$ cat config.mk
export PLATFORM = sky130hd
export DESIGN_NAME = traffic_xing_ctrl
export DESIGN_NICKNAME = d
export VERILOG_FILES = /design/src/rtl/traffic_xing_ctrl.sv
export SDC_FILE = /design/constraint.sdc
export NUM_CORES = 1
export LEC_CHECK = 0
export CORE_MARGIN = 2
export CORE_UTILIZATION = 50
export DETAILED_ROUTE_END_ITERATION = 10
export PLACE_DENSITY_LB_ADDON = 0.05
export SYNTH_ARGS = -nofsm -noshare
export SYNTH_HDL_FRONTEND = slang
export SYNTH_SLANG_ARGS = --single-unit
export TNS_END_PERCENT = 50
$ cat constraint.sdc
create_clock -name clk -period 6.1 [get_ports clk]
set_input_delay 1.22 -clock clk [delete_from_list [all_inputs] [get_ports clk]]
set_output_delay 1.22 -clock clk [all_outputs]
set_load 0.01 [all_outputs]
$ cat src/rtl/traffic_xing_ctrl.sv
// Two-way crossing controller: fixed green/yellow/all-red cycle with a pedestrian walk
// phase, green shortening for pending walkers, and a night-time flashing-yellow mode.
module traffic_xing_ctrl #(
  parameter int CW   = 6,
  parameter int G_T  = 15,
  parameter int Y_T  = 3,
  parameter int AR_T = 2,
  parameter int W_T  = 8
) (
  input  logic          clk,
  input  logic          rst,
  input  logic          tick,
  input  logic          ped_req,
  input  logic          night,
  output logic [2:0]    ns_lamp,
  output logic [2:0]    ew_lamp,
  output logic          walk,
  output logic [CW-1:0] remain,
  output logic          ped_pend,
  output logic [2:0]    phase
);

  typedef enum logic [3:0] {
    S_INIT  = 4'd0,
    S_NS_G  = 4'd1,
    S_NS_Y  = 4'd2,
    S_AR1   = 4'd3,
    S_EW_G  = 4'd4,
    S_EW_Y  = 4'd5,
    S_AR2   = 4'd6,
    S_PED   = 4'd7,
    S_FLASH = 4'd8
  } state_t;

  localparam logic [2:0] RED = 3'b100;
  localparam logic [2:0] GRN = 3'b010;
  localparam logic [2:0] YEL = 3'b001;

  state_t state;
  state_t state_next;
  logic   enter;
  logic   resume_ew;

  function automatic logic [CW-1:0] load_of(input state_t s);
    case (s)
      S_NS_G, S_EW_G: return CW'(G_T - 1);
      S_NS_Y, S_EW_Y: return CW'(Y_T - 1);
      S_AR1, S_AR2:   return CW'(AR_T - 1);
      S_PED:          return CW'(W_T - 1);
      default:        return '0;
    endcase
  endfunction

  // {ns, ew} lamp pattern shown on entry to a state
  function automatic logic [5:0] lamps_of(input state_t s);
    case (s)
      S_NS_G:  return {GRN, RED};
      S_NS_Y:  return {YEL, RED};
      S_EW_G:  return {RED, GRN};
      S_EW_Y:  return {RED, YEL};
      S_FLASH: return {YEL, YEL};
      default: return {RED, RED};
    endcase
  endfunction

  function automatic logic [2:0] phase_of(input state_t s);
    return (s == S_FLASH) ? 3'd7 : 3'(s);
  endfunction

  always_comb begin
    state_next = state;
    if (state == S_INIT) begin
      state_next = S_NS_G;
    end else if (state == S_FLASH) begin
      if (tick && !night) state_next = S_AR1;
    end else if (tick && remain == '0) begin
      case (state)
        S_NS_G:  state_next = S_NS_Y;
        S_NS_Y:  state_next = S_AR1;
        S_AR1:   state_next = night ? S_FLASH : (ped_pend ? S_PED : S_EW_G);
        S_EW_G:  state_next = S_EW_Y;
        S_EW_Y:  state_next = S_AR2;
        S_AR2:   state_next = night ? S_FLASH : (ped_pend ? S_PED : S_NS_G);
        S_PED:   state_next = resume_ew ? S_EW_G : S_NS_G;
        default: state_next = S_INIT;
      endcase
    end
    enter = (state_next != state);
  end

  always_ff @(posedge clk) begin
    if (rst) begin
      state     <= S_INIT;
      remain    <= '0;
      ns_lamp   <= RED;
      ew_lamp   <= RED;
      walk      <= 1'b0;
      ped_pend  <= 1'b0;
      phase     <= 3'd0;
      resume_ew <= 1'b0;
    end else begin
      // A new request wins over the clear on PED entry
      ped_pend <= ped_req | (ped_pend & ~(enter & (state_next == S_PED)));
      if (enter) begin
        state                <= state_next;
        remain               <= load_of(state_next);
        {ns_lamp, ew_lamp}   <= lamps_of(state_next);
        walk                 <= (state_next == S_PED);
        phase                <= phase_of(state_next);
        if (state_next == S_PED) resume_ew <= (state == S_AR1);
      end else if (tick) begin
        if (state == S_FLASH) begin
          ns_lamp <= ns_lamp ^ YEL;
          ew_lamp <= ew_lamp ^ YEL;
        end else if ((state == S_NS_G || state == S_EW_G) && ped_pend &&
                     remain > CW'(Y_T - 1)) begin
          remain <= CW'(Y_T - 1);
        end else if (remain != '0) begin
          remain <= remain - CW'(1);
        end
      end
    end
  end

endmodule

==> results.json, run 1 <==
{
  "status": "complete, but fails checks",
  "failed_checks": "DRC",
  "drc": 1,
  "synth-edff-count": 0,
  "end_kind": "flip-flop",
  "vias": 1322,
  "clockRootBuffer": "clkbuf_4",
  "slew_violations": 0,
  "hold_viol": 0,
  "synth_compound_area_share_pct": 22.2,
  "synth_warnings": 0,
  "hp-class": "reg -> reg",
  "coreArea_mm2": 0.00281,
  "wl_um": 3350,
  "synthAdderAreaFrac_pct": 2.48,
  "r2r_start": "state[0]",
  "antenna_found_initial": 0,
  "synth-simple-area-share_pct": 34.9,
  "critical_path.slowest_cell": "clkdlybuf4s50_1",
  "arrival_ns": 3.47,
  "multi_input_area_mm2": 0.00100,
  "synthDominantCellAreaShare_pct": 29.1,
  "synth_fp_nets": 185,
  "crit_start": "night",
  "drtPass1Iterations": 7,
  "seq_area_frac_synth_pct": 29.1,
  "syn_to_final_growth_pct": 14.7,
  "drv_cap": 0,
  "cts.sinks": 22,
  "peakVddDrop_uv": 215,
  "crit_fanout": 15,
  "syn_inst": 177,
  "synthTopCellsByArea": "dfxtp_1, nor2_1, a21oi_1, xnor2_1, nand2_1",
  "final_nets": 201,
  "wl_per_cell_um": 15.0,
  "initial_utilization_pct": 53.9,
  "vias_per_cell": 5.93,
  "reg2reg_to": "remain[3]",
  "worst-r2r-cell-count": 7,
  "synthArstFlopShare_pct": 0,
  "die_w_um": 59.0,
  "required_ns": 6.32,
  "synth_xor_area_share_pct": 4.64,
  "fmax_mhz": 307,
  "post_cts_buffers": 0,
  "htree_levels": 1,
  "synth_mux_area_share_pct": 2.07,
  "fillCellCount": 253,
  "post-dp-hpwl_um": 2430,
  "grt_pass1_vias": 1287,
  "synth_top_family_by_area": "simple AND/OR/NAND/NOR gates",
  "track_usage_pct": 21.1,
  "layout_min_cycle_time_ns": 3.26,
  "synth_ff_type": "dfxtp_1",
  "clkSlewWorstSetupHoldPaths_ns": 0.12,
  "grt_setup_unrepaired": "no",
  "ys_ff_latch": 22,
  "seq_power_share_pct": 32.2,
  "relSlewSlack_pct": 33.3,
  "p_total_uw": 665,
  "diodes": 0,
  "synth_commonest_cells": "dfxtp_1, nor2_1, nand2_1",
  "final_layout_size_suffix_gt1_share_pct": 13.5,
  "reg2reg_slack_ns": 3.71,
  "cp-start-kind": "primary input",
  "p_int_uw": 377,
  "postCtsHoldBufs": 0,
  "p_per_area_mw_per_mm2": 383,
  "drtIter0Drc": 48,
  "yosysTopAreaCell": "dfxtp_1",
  "grt-ovfl-total": 0,
  "synth_cell_types": 62,
  "die_h_um": 59.0,
  "p_clk_share_pct": 12.3,
  "portBuffers": 21,
  "ant_nets": 0,
  "power.switching_uw": 288,
  "leakage_nw": 0.601,
  "min_period_over_period_pct": 53.4,
  "synth.avg_cell_area_um2": 8.54,
  "switching_share_pct": 43.3,
  "finClkSkew_ns": 0.00163,
  "crit_path_cell_trace": "clkdlybuf4s50_1 -> nand2b_1 -> nor3_1 -> a221o_1 -> a221o_2 -> xnor2_1 -> a21oi_1 -> a311oi_1",
  "cp_slowest_stage_delay_ns": 0.59,
  "worst_slew_pin_slew_ns": 0.997,
  "gp_congestion": 0.842,
  "grt_pass1_wl_um": 5780,
  "cts_tree": "yes",
  "netlist_area_mm2": 0.00151,
  "tns_ns": 0,
  "regArea_um2": 440,
  "numCtsBuffers": 3,
  "cts_resized": 0,
  "cts_buffer_depth": 2,
  "power_frac_comb_pct": 55.5,
  "grt_max_degree": 24,
  "core.rowCount": 19,
  "endpoint": "remain[3]",
  "critical_path_class": "in -> reg",
  "setup_violations": 0,
  "die-area_mm2": 0.00348,
  "ios": 22,
  "clock_latency_ns": 0.31
}
## flip-flops by register name, summed over array words and instances, names as in the netlist
name,cells
ew_lamp,3
ns_lamp,3
ped_pend,1
phase,3
remain,6
resume_ew,1
state,4
walk,1
## worst min-delay path by stage
| stage | slack [ns] | startpoint | depth (start not counted) | end |
|---|---|---|---|---|
| 4_1_cts | 0.48 | walk | 2 | walk |
| 3_5_place_dp | 0.46 | walk | 2 | walk |
| 6_report | 0.47 | ew_lamp[1] | 2 | ew_lamp[1] |
| 2_1_floorplan | 0.45 | resume_ew | 2 | resume_ew |
| 3_3_place_gp | 0.45 | ew_lamp[1] | 2 | ew_lamp[1] |
| 5_1_grt | 0.49 | walk | 2 | walk |
## worst max-delay path: cells and delay by family
family / cells / cell delay [ns]
compound gates: 4 / 1.14
buf+inv: 1 / 0.59
simple gates: 2 / 0.26
xor+xnor: 1 / 0.25
## final cells by class
class / instances / share of cell area, %
sequential: 22 / 25.4
inverter: 2 / 0.433
clock buffer: 4 / 2.09
tap: 31 / 2.24
multi-input combinational: 143 / 57.7
timing repair buffer: 21 / 12.1
## per-stage QoR
step                instance area (um^2)  hold WS (ns)  setup slack [ns]  instances  util (%)
floorplan                           1510         0.445              3.44        177         -
global placement                    1700         0.449              2.59        219      60.5
detailed placement                  1700         0.455              2.53        219      60.5
CTS                                 1730         0.477              2.86        223      61.8
global route                        1730         0.491              2.67        223      61.8
finish                              1730         0.475              2.84        223      61.8
## cell families (layout without fill, tap and decap cells)
group           count (synthesis)  in the layout
simple gates                   88             88
buf+inv                        12             27
xor+xnor                        8              8
compound gates                 41             41
flops                          22             22
fa+ha+maj                       3              3
mux                             3              3
## cells in the final DEF, fill, tap and decap left out, drive strengths merged, types with 4 or more instances in the layout
master,count
a21oi,14
xnor2,7
clkbuf,4
nand2b,6
nor2,22
nor3,11
nand2,16
dfxtp,22
nor2b,5
clkdlybuf4s50,21
nor4,4
## layer usage
layer	part of all wire [%]	track usage, %
met4	0.87	5.52
met3	4.2	3.28
met2	46	33.2
met1	49	30.2
met5	0	0
## power by group through the flow
stage	logic (mW)	clock network [mW]	registers [mW]
global placement	0.363	0	0.214
detailed placement	0.368	0	0.217
floorplan	0.267	0	0.215
finish	0.369	0.0817	0.214
global route	0.406	0.0899	0.220
CTS	0.370	0.0831	0.214
Power figures use the tool's default switching activity.
==> run 2, diff against run 1 <==
==> constraint.sdc (replaced) <==
create_clock -name clk -period 3 [get_ports clk]
set_input_delay 0.6 -clock clk [delete_from_list [all_inputs] [get_ports clk]]
set_output_delay 0.6 -clock clk [all_outputs]
set_load 0.01 [all_outputs]
==> results.json, run 2 (synthesis results as in run 1) <==
{
  "fmax_mhz": 387,
  "reg2reg_slack_ns": 0.60,
  "drv_cap": 0,
  "reg_top3": "remain: 6 flops, state: 4 flops",
  "place_area_mm2": 0.00172,
  "grt-ovfl-total": 0,
  "arrival_ns": 2.80,
  "final_cells": 225,
  "vias": 1415,
  "diodes": 0,
  "reg2reg_to": "resume_ew",
  "final_layout_size_suffix_gt1_share_pct": 14.4,
  "drtIter0Drc": 107,
  "drc": 1,
  "worst-r2r-cell-count": 8,
  "relSlewSlack_pct": 60.4,
  "grt_pass1_vias": 1298,
  "top_register": "remain",
  "fin_util_pct": 62.1,
  "failed_checks": "DRC",
  "die_w_um": 59.0,
  "grt_setup_unrepaired": "no",
  "numCtsBuffers": 3,
  "final_nets": 204,
  "drtPass1Iterations": 7,
  "largest_reg_flops": 6,
  "worst_slew_pin_slew_ns": 0.591,
  "wl_um": 3470,
  "layout_min_cycle_time_ns": 2.58,
  "p_per_area_mw_per_mm2": 770,
  "cts.sinks": 22,
  "setup_violations": 0,
  "finClkSkew_ns": 0.00976,
  "clkSlewWorstSetupHoldPaths_ns": 0.13,
  "required_ns": 3.22,
  "grt_pass1_wl_um": 5760,
  "core.rowCount": 19,
  "clockRootBuffer": "clkbuf_4",
  "dp_cells": 222,
  "peakVddDrop_uv": 388,
  "post-dp-hpwl_um": 2450,
  "hp-class": "reg -> reg",
  "antenna_found_initial": 0,
  "portBuffers": 21,
  "track_usage_pct": 21.4,
  "leakage_nw": 0.608,
  "wl_per_cell_um": 15.4,
  "die_h_um": 59.0,
  "min_from": "walk",
  "cts_resized": 0,
  "min_period_over_period_pct": 86.0,
  "htree_levels": 1,
  "cts_tree": "yes",
  "ios": 22,
  "cp-start-kind": "primary input",
  "fin_area_mm2": 0.00174,
  "r2r_start": "state[3]",
  "final_cell_mix": "nor2_1, dfxtp_1, clkdlybuf4s50_1, nand2_1, a21oi_1",
  "die-area_mm2": 0.00348,
  "post_cts_buffers": 0,
  "clock_latency_ns": 0.31,
  "status": "complete, but fails checks",
  "end_kind": "flip-flop",
  "ant_nets": 0,
  "hold_end": "walk",
  "tns_ns": 0,
  "crit_fanout": 15,
  "gp_congestion": 0.857,
  "postCtsHoldBufs": 0,
  "grt_max_degree": 24,
  "cts_buffer_depth": 2,
  "coreArea_mm2": 0.00281,
  "critical_path_class": "in -> reg",
  "min_path_cells": 2,
  "slew_violations": 0,
  "initial_utilization_pct": 53.9,
  "vias_per_cell": 6.29,
  "syn_to_final_growth_pct": 15.3,
  "hold_viol": 0,
  "whs_ns": 0.466
}
run 2: power by group:
part | internal, mW | switching, mW
Sequential | 0.354 | 0.0798
Combinational | 0.353 | 0.420
Clock | 0.0469 | 0.0894
run 2: cell type report:
class | instances | area, um^2
multi-input cells | 143 | 1000
clock buffers | 3 | 22.5
fillers | 258 | 1060
inverters | 2 | 7.51
flip-flops and latches | 22 | 440
repair buffers | 24 | 233
well taps | 31 | 38.8
run 2: metal layers:
metal | wire length [um] | global-route usage (%) | vias to the layer above
li1 | - | - | 680
met1 | 1630 | 29.2 | 677
met2 | 1610 | 33.0 | 56
met3 | 219 | 3.49 | 2
met4 | 17 | 9.74 | 0
met5 | 0 | 0 | -
run 2: per-stage QoR:
step                total power, mW  worst slack, ns
finish                         1.34            0.419
global placement               1.19            0.214
floorplan                     0.981            0.955
CTS                            1.34            0.465
global route                   1.44            0.307
detailed placement             1.20            0.158
run 2: worst max-delay path, cell delays in order:
cell and delay (ns):
clkdlybuf4s50_1 0.59, nand2b_1 0.19, nor3_1 0.07, a221o_1 0.28
a221o_2 0.49, xnor2_1 0.24, a21oi_1 0.09, a311oi_1 0.25
run 2: how the worst max path moves through the flow:
stage                     startpoint        end  slack [ns]
after CTS                      night  remain[3]        0.47
final                          night  remain[3]        0.42
after global placement         night  remain[3]        0.21
after floorplan                night  remain[1]        0.96
after detailed placement       night  remain[3]        0.16
after global routing           night   phase[1]        0.31
